--- config.mk ---
export PLATFORM = sky130hd
export DESIGN_NAME = regfile_wb_scoreboard
export DESIGN_NICKNAME = d
export VERILOG_FILES = /design/src/rtl/regfile_wb_scoreboard.sv
export SDC_FILE = /design/constraint.sdc
export NUM_CORES = 1
export LEC_CHECK = 0
export ABC_AREA = 1
export CAP_MARGIN = 20
export CORE_MARGIN = 1
export CORE_UTILIZATION = 50
export DETAILED_ROUTE_END_ITERATION = 7
export PLACE_DENSITY = 0.82
export SKIP_CTS_REPAIR_TIMING = 1
export SLEW_MARGIN = 5
export SYNTH_ARGS = -nofsm -noshare
export SYNTH_HDL_FRONTEND = slang
export SYNTH_SLANG_ARGS = --single-unit
--- constraint.sdc ---
create_clock -name clk -period 8.3 [get_ports clk]
set_clock_uncertainty 0.05 [all_clocks]
set_input_delay 2.49 -clock clk [delete_from_list [all_inputs] [get_ports clk]]
set_output_delay 2.49 -clock clk [all_outputs]
set_load 0.005 [all_outputs]
--- src/rtl/regfile_wb_scoreboard.sv ---
// Register-file writeback arbiter (LSU over buffered ALU) with a
// per-register busy scoreboard that stalls issue on RAW/WAW hazards.
module regfile_wb_scoreboard #(
    parameter int FIFO_DEPTH = 2,
    parameter int CNT_W      = 2
) (
    input  logic             clk,
    input  logic             reset,
    input  logic             issue_valid,
    input  logic [4:0]       issue_rs1,
    input  logic [4:0]       issue_rs2,
    input  logic [4:0]       issue_rd,
    output logic             issue_stall,
    input  logic             alu_valid,
    input  logic [4:0]       alu_rd,
    input  logic [31:0]      alu_data,
    output logic             alu_ready,
    input  logic             lsu_valid,
    input  logic [4:0]       lsu_rd,
    input  logic [31:0]      lsu_data,
    output logic             rf_we,
    output logic [4:0]       rf_w,
    output logic [31:0]      rf_data_in,
    output logic [31:0]      busy,
    output logic [CNT_W:0]   fifo_count
);

    localparam int PTR_W = (FIFO_DEPTH > 1) ? $clog2(FIFO_DEPTH) : 1;
    localparam logic [CNT_W:0] DEPTH_C = (CNT_W+1)'(FIFO_DEPTH);

    logic [4:0]       fifo_rd_q   [FIFO_DEPTH];
    logic [31:0]      fifo_data_q [FIFO_DEPTH];
    logic [PTR_W-1:0] wr_ptr_q, wr_ptr_d;
    logic [PTR_W-1:0] rd_ptr_q, rd_ptr_d;
    logic [CNT_W:0]   count_q, count_d;
    logic [31:0]      busy_q, busy_d;

    logic        fifo_empty;
    logic        sel_lsu, sel_fifo, sel_byp, grant;
    logic        push, pop, issue_fire;
    logic [4:0]  w_addr;
    logic [31:0] w_data;

    function automatic logic hz(input logic [31:0] b, input logic [4:0] r);
        return b[r] && (r != 5'd0);
    endfunction

    always_comb begin
        fifo_empty = (count_q == '0);
        alu_ready  = !reset && (count_q < DEPTH_C);
        sel_lsu    = !reset && lsu_valid;
        sel_fifo   = !reset && !lsu_valid && !fifo_empty;
        sel_byp    = !reset && !lsu_valid && fifo_empty && alu_valid;
        grant      = sel_lsu || sel_fifo || sel_byp;
        w_addr     = '0;
        w_data     = '0;
        if (sel_lsu) begin
            w_addr = lsu_rd;
            w_data = lsu_data;
        end else if (sel_fifo) begin
            w_addr = fifo_rd_q[rd_ptr_q];
            w_data = fifo_data_q[rd_ptr_q];
        end else if (sel_byp) begin
            w_addr = alu_rd;
            w_data = alu_data;
        end
        // x0 writes still consume the grant, they just never reach the RF
        rf_we      = grant && (w_addr != 5'd0);
        rf_w       = w_addr;
        rf_data_in = w_data;
        pop        = sel_fifo;
        push       = alu_valid && alu_ready && !sel_byp;
        issue_stall = issue_valid && (reset
                    || hz(busy_q, issue_rs1)
                    || hz(busy_q, issue_rs2)
                    || hz(busy_q, issue_rd));
        issue_fire = issue_valid && !issue_stall && (issue_rd != 5'd0);
    end

    always_comb begin
        wr_ptr_d = push ? wr_ptr_q + PTR_W'(1) : wr_ptr_q;
        rd_ptr_d = pop  ? rd_ptr_q + PTR_W'(1) : rd_ptr_q;
        count_d  = count_q;
        if (push && !pop) begin
            count_d = count_q + (CNT_W+1)'(1);
        end else if (pop && !push) begin
            count_d = count_q - (CNT_W+1)'(1);
        end
        busy_d = busy_q;
        if (rf_we) begin
            busy_d[rf_w] = 1'b0;
        end
        // set after clear so a same-edge collision leaves the bit set
        if (issue_fire) begin
            busy_d[issue_rd] = 1'b1;
        end
        busy_d[0] = 1'b0;
    end

    always_ff @(posedge clk) begin
        if (reset) begin
            wr_ptr_q <= '0;
            rd_ptr_q <= '0;
            count_q  <= '0;
            busy_q   <= '0;
        end else begin
            wr_ptr_q <= wr_ptr_d;
            rd_ptr_q <= rd_ptr_d;
            count_q  <= count_d;
            busy_q   <= busy_d;
        end
    end

    always_ff @(posedge clk) begin
        if (push) begin
            fifo_rd_q[wr_ptr_q]   <= alu_rd;
            fifo_data_q[wr_ptr_q] <= alu_data;
        end
    end

    assign busy       = busy_q;
    assign fifo_count = count_q;

    lsu_rd_busy_a: assert property (@(posedge clk) disable iff (reset)
        (lsu_valid && lsu_rd != 5'd0) |-> busy_q[lsu_rd]);

endmodule
==> results of run 1 <==
[through the flow]
step	total power, µW	worst slack, ns	util
5_1_grt	1512	0.5948	0.6855
4_1_cts	1447	0.8484	0.6800
3_3_place_gp	1033	0.8152	0.6567
3_5_place_dp	1039	0.8696	0.6567
2_1_floorplan	859.3	2.105	-
6_report	1452	0.8163	0.6855
[critical path: stages]
cell and delay, ns:
clkdlybuf4s50_1 0.87, inv_4 0.18, nand2_1 0.11, nand2_1 0.05
nor2_1 0.09, nor2_1 0.05, nand2_1 0.05, nand3_1 0.13
nand2_1 0.18, nor2_4 0.04, a21boi_1 0.16, clkdlybuf4s50_1 0.53
[layer usage]
layer | track usage | up-vias | part of all wire
met4 | 0.1662 | 0 | 0.051
met2 | 0.4469 | 278 | 0.45
met3 | 0.03985 | 66 | 0.074
li1 | - | 2944 | -
met5 | 0 | - | 0
met1 | 0.3859 | 2735 | 0.42
[cells by family after synthesis]
kind of cell             synth area share
multiplexers                      0.05832
flip-flops                         0.4729
other                           0.0005986
buffers and inverters             0.08308
AO/OA/AOI/OAI                      0.1055
adder cells (fa/ha/maj)          0.005193
AND/OR/NAND/NOR                    0.2744
[power by group]
part / switching (µW) / internal, µW / leakage, µW / total (µW)
sequential: 17.0 / 630 / 0.000974 / 647
combinational: 205 / 185 / 0.00187 / 390
clock: 206 / 209 / 0.000137 / 415
[how the worst max path moves through the flow]
stage / startpoint / end / slack [ns] / cells after the start
floorplan: issue_rs1[0] / issue_stall / 2.11 / 12
global placement: issue_rs2[0] / issue_stall / 0.82 / 12
detailed placement: issue_rs2[0] / issue_stall / 0.87 / 12
CTS: issue_rs2[0] / issue_stall / 0.85 / 12
global route: issue_rs1[0] / issue_stall / 0.59 / 14
finish: issue_rs2[0] / issue_stall / 0.82 / 12
[layout make-up]
class                      count  area, µm²  share of cell area
clock inverter                 6      52.55            0.006329
multi-input combinational    560       2799              0.3371
clock buffer                  10      229.0             0.02758
timing repair buffer         176       1784              0.2149
sequential                   111       2964              0.3570
tap                          168      210.2             0.02532
inverter                      69      264.0             0.03180
[registers in the layout, summed over array words and instances, names as in the netlist, named ones only]
register / count
wr_ptr_q: 1
rd_ptr_q: 1
fifo_rd_q: 10
fifo_count: 3
fifo_data_q: 64
busy: 31
[synth_stat cells, types with 2 or more instances]
master	count
a21oi_1	41
buf_1	3
buf_2	4
buf_4	6
buf_6	11
clkbuf_1	15
dfxtp_1	37
edfxtp_1	74
inv_1	51
inv_2	16
inv_4	2
mux2_1	2
mux2_2	2
mux2i_1	32
nand2_1	260
nand3_1	43
nand3_2	4
nand4_1	31
nor2_1	54
nor2_2	2
nor2_4	2
nor3_1	10
o211ai_1	33
o21ai_0	8
o21ai_1	29
==> impl_metrics.csv, run 1 <==
group,metric,value,unit
run_status,status,"finished clean",
sta,maxSlewViolCount,0,
synth,synth_flop_cell,"edfxtp_1",
worst_setup_path,reg2reg_from,"fifo_count[0]",
worst_setup_path,reg2reg_to,"fifo_count[2]",
sta,fin_crit,7.484,ns
detailed_routing,vias,6023,
synth,synthCells,779,
placed_design,dp.final_hpwl,13250,µm
synth,yosys_warnings,0,
placed_design,gp_congestion,0.9803,
synth,ys_types,32,
floorplanning,fp.dieArea,12980,µm²
finish,num-fill-cells,1036,
sta,finalSetupTns,0,ns
detailed_routing,viasPerCell,5.475,
sta,relSlewSlack,0.3865,
pwr,p_per_area,174.9,nW/µm²
sta,finalSetupViolations,0,
synth,synth.top_cell.area_share,0.3547,
detailed_routing,drt_first_pass_iters,6,
placed_design,place_inst,1081,
synth,synth.area.top_cells,"edfxtp_1 35%, nand2_1 16%, dfxtp_1 12%, mux2i_1 5.1%, o211ai_1 4.0%",
floorplanning,row_count,40,
worst_setup_path,crit_path_start_kind,"primary input",
finish,syn_to_final_growth,32.53,%
flow_run,drv_cap,0,
grt,grt_pass1_wl,28480,µm
clock_tree,clk_latency,0.36,ns
worst_setup_path,crit_fanout,16,
synth,synth-seq-cells,111,
clock_tree,cts_made_buffers,9,
floorplanning,start_util,0.5173,
finish,final_cell_mix,"260 x nand2_1, 167 x clkdlybuf4s50_1, 74 x edfxtp_1",
sta,holdWs,0.4012,ns
sta,hold_violations,0,
detailed_routing,antenna_left,0,
detailed_routing,drt_iter0_markers,564,
detailed_routing,detail_route.wl_per_cell,16.76,µm
floorplanning,fp.coreArea,12110,µm²
worst_setup_path,critPathKind,"in2out",
finish,antenna_cells,0,
clock_tree,htree_levels,3,
finish,stdcell_area,8303,µm²
grt,grt_max_degree,39,
detailed_routing,drc,0,
grt,grt_pass1_vias,5359,
worst_setup_path,endpoint_kind,"output port",
placed_design,portBuffers,167,
finish,final_nets,1023,
finish,drive_gt1_frac,0.06223,
worst_hold_path,hold_path.class,"reg2reg",
floorplanning,io_pins,169,
synth,netlist_area,6265,µm²
worst_setup_path,reg2reg_slack,6.02,ns
clock_tree,cts_buffer_depth,2,
worst_setup_path,arrival,4.94,ns
placed_design,placed_area,7954,µm²
synth,synth_fp_nets,875,
clock_tree,path_clk_slew,0.08,ns
synth,synth-async-reset-ratio,0,
synth,postSynthAreaPerCell,8.042,µm²
pwr,vdd_drop_max,126.9,µV
grt,antenna_found_initial,0,
worst_setup_path,required,5.76,ns
detailed_routing,wl,18430,µm
floorplanning,fp.dieW,113.9,µm
synth,yosysTopAreaCell,"edfxtp_1",
clock_tree,root_buffer,"clkbuf_16",
sta,rsz0062_at_grt,"no",
sta,fin_crit_sh,0.9016,
worst_hold_path,hold_path_depth,1,
synth,synth_edf_count,74,
worst_setup_path,rr_worst_depth,13,
sta,max_clock_freq,133.6,MHz
finish,mostFrequentLayoutCell,"nand2_1",
grt,gr-total-overflow,0,
sta,max_slew.worst_pin.slew,0.9192,ns
finish,final_cell_count_no_fill,1100,
worst_hold_path,hp-start,"rd_ptr_q",
clock_tree,clock-sinks,111,
synth,yosysSeqAreaShare,0.4729,
grt,gr-usage-all-layers,0.2874,
pwr,p_leak,0.002983,µW
floorplanning,dieHeight,113.9,µm
clock_tree,cts_tree,"yes",
Power figures use the tool's default switching activity.
==> inputs of run 2 (changes only) <==
CAP_MARGIN = unset   (was 20)
==> impl_metrics.csv, run 2 (synthesis gave the netlist of run 1 again) <==
group,metric,value,unit
run_status,status,"finished clean",
sta,relSlewSlack,0.2381,
finish,num-fill-cells,1047,
clock_tree,cts_tree,"yes",
detailed_routing,vias,6002,
worst_setup_path,endpoint_kind,"output port",
clock_tree,clock-sinks,111,
finish,final_cell_mix,"260 x nand2_1, 167 x clkdlybuf4s50_1, 74 x edfxtp_1",
finish,antenna_cells,0,
clock_tree,clk_latency,0.36,ns
clock_tree,cts_buffer_depth,2,
sta,rsz0062_at_grt,"no",
worst_hold_path,hold_path.class,"reg2reg",
clock_tree,path_clk_slew,0.07,ns
worst_setup_path,cpPeakStageDelay,0.87,ns
grt,antenna_found_initial,0,
sta,fin_crit,7.495,ns
placed_design,gp_congestion,0.9803,
detailed_routing,viasPerCell,5.471,
finish,area.sequential,2964,µm²
detailed_routing,drt_iter0_markers,596,
sta,fin_crit_sh,0.9030,
worst_setup_path,cpMaxStageDelayCell,"clkdlybuf4s50_1",
clock_tree,root_buffer,"clkbuf_16",
sta,maxSlewViolCount,0,
floorplanning,start_util,0.5173,
placed_design,dp.final_hpwl,13250,µm
sta,max_clock_freq,133.4,MHz
sta,max_slew.worst_pin.slew,1.143,ns
flow_run,drv_cap,0,
grt,grt_max_degree,39,
grt,grt_pass1_vias,5359,
finish,largest_reg_flops,64,
finish,final_nets,1020,
finish,syn_to_final_growth,31.46,%
worst_setup_path,critPathKind,"in2out",
floorplanning,dieHeight,113.9,µm
pwr,vdd_drop_max,125.9,µV
floorplanning,fp.dieArea,12980,µm²
sta,hold_violations,0,
floorplanning,io_pins,169,
worst_setup_path,crit_path_start_kind,"primary input",
clock_tree,htree_levels,3,
floorplanning,fp.dieW,113.9,µm
worst_setup_path,crit_fanout,16,
finish,regMostFlops,"fifo_data_q",
worst_setup_path,crit_top_cell,"nand2_1",
sta,finalSetupTns,0,ns
worst_setup_path,arrival,4.95,ns
detailed_routing,drt_first_pass_iters,6,
grt,gr-usage-all-layers,0.2874,
detailed_routing,antenna_left,0,
detailed_routing,detail_route.wl_per_cell,16.65,µm
clock_tree,cts_made_buffers,9,
finish,mostFrequentLayoutCell,"nand2_1",
floorplanning,fp.coreArea,12110,µm²
detailed_routing,wl,18260,µm
sta,finalSetupViolations,0,
finish,multi_input_area,2799,µm²
worst_setup_path,cp_cell_sequence,"clkdlybuf4s50_1 -> inv_4 -> nand2_1 -> nand2_1 -> nor2_1 -> nor2_1 -> nand2_1 -> nand3_1 -> nand2_1 -> nor2_4 -> a21boi_1 -> clkdlybuf4s50_1",
floorplanning,row_count,40,
finish,finish.utilization,0.6800,
worst_setup_path,required,5.76,ns
pwr,p_leak,0.002955,µW
grt,grt_pass1_wl,28480,µm
pwr,p_per_area,175.2,nW/µm²
grt,gr-total-overflow,0,
placed_design,portBuffers,167,
finish,drive_gt1_frac,0.05920,
detailed_routing,drc,0,
## run 2: cell count changes in the layout (fill, tap and decap cells not counted)
cell	previous run	this run
buf_16	1	0
buf_12	2	0
## run 2: routing by layer
metal	vias up	wire, µm	GRT usage
li1	2931	-	-
met1	2700	7494	0.3859
met2	303	8383	0.4469
met3	68	1457	0.03985
met4	0	928	0.1662
met5	-	0	0
## run 2: report_power, final
group	leakage [µW]	total [µW]	internal [µW]	switching, µW
Sequential	0.000974	659	631	28.4
Clock	0.000137	415	209	206
Combinational	0.00184	369	178	191
Total	0.00295	1440	1020	425
## run 2: final timing paths
check                                   from          end  slack, ns  cells past startpoint
worst max-delay path            issue_rs2[0]  issue_stall       0.81                     12
worst min-delay path                rd_ptr_q    flip-flop       0.40                      1
worst max register to register     flip-flop     busy[16]       5.74                      9
worst min register to register      rd_ptr_q    flip-flop       0.40                      1
## run 2: cell type report
type                       count  share of cell area
sequential                   111              0.3599
inverter                      69             0.03206
timing repair buffer         173              0.2084
clock inverter                 6            0.006381
multi-input combinational    560              0.3399
tap                          168             0.02552
clock buffer                  10             0.02780
## run 2: worst max-delay path: cells and delay by family
family / cells / cell delay [ns]
simple gates: 8 / 0.71
buf+inv: 3 / 1.57
compound gates: 1 / 0.16
## run 2: through the flow
| stage | hold WS [ns] | std cells | cell area [µm²] | worst slack, ns | power, µW |
|---|---|---|---|---|---|
| final | 0.3994 | 1097 | 8235 | 0.8054 | 1443 |
| after global routing | 0.4436 | 1097 | 8235 | 0.5948 | 1504 |
| after CTS | 0.3997 | 1097 | 8235 | 0.8484 | 1447 |
| after detailed placement | 0.3890 | 1081 | 7954 | 0.8696 | 1039 |
| after global placement | 0.3750 | 1081 | 7954 | 0.8152 | 1033 |
| after floorplan | 0.3755 | 779 | 6265 | 2.105 | 859.3 |
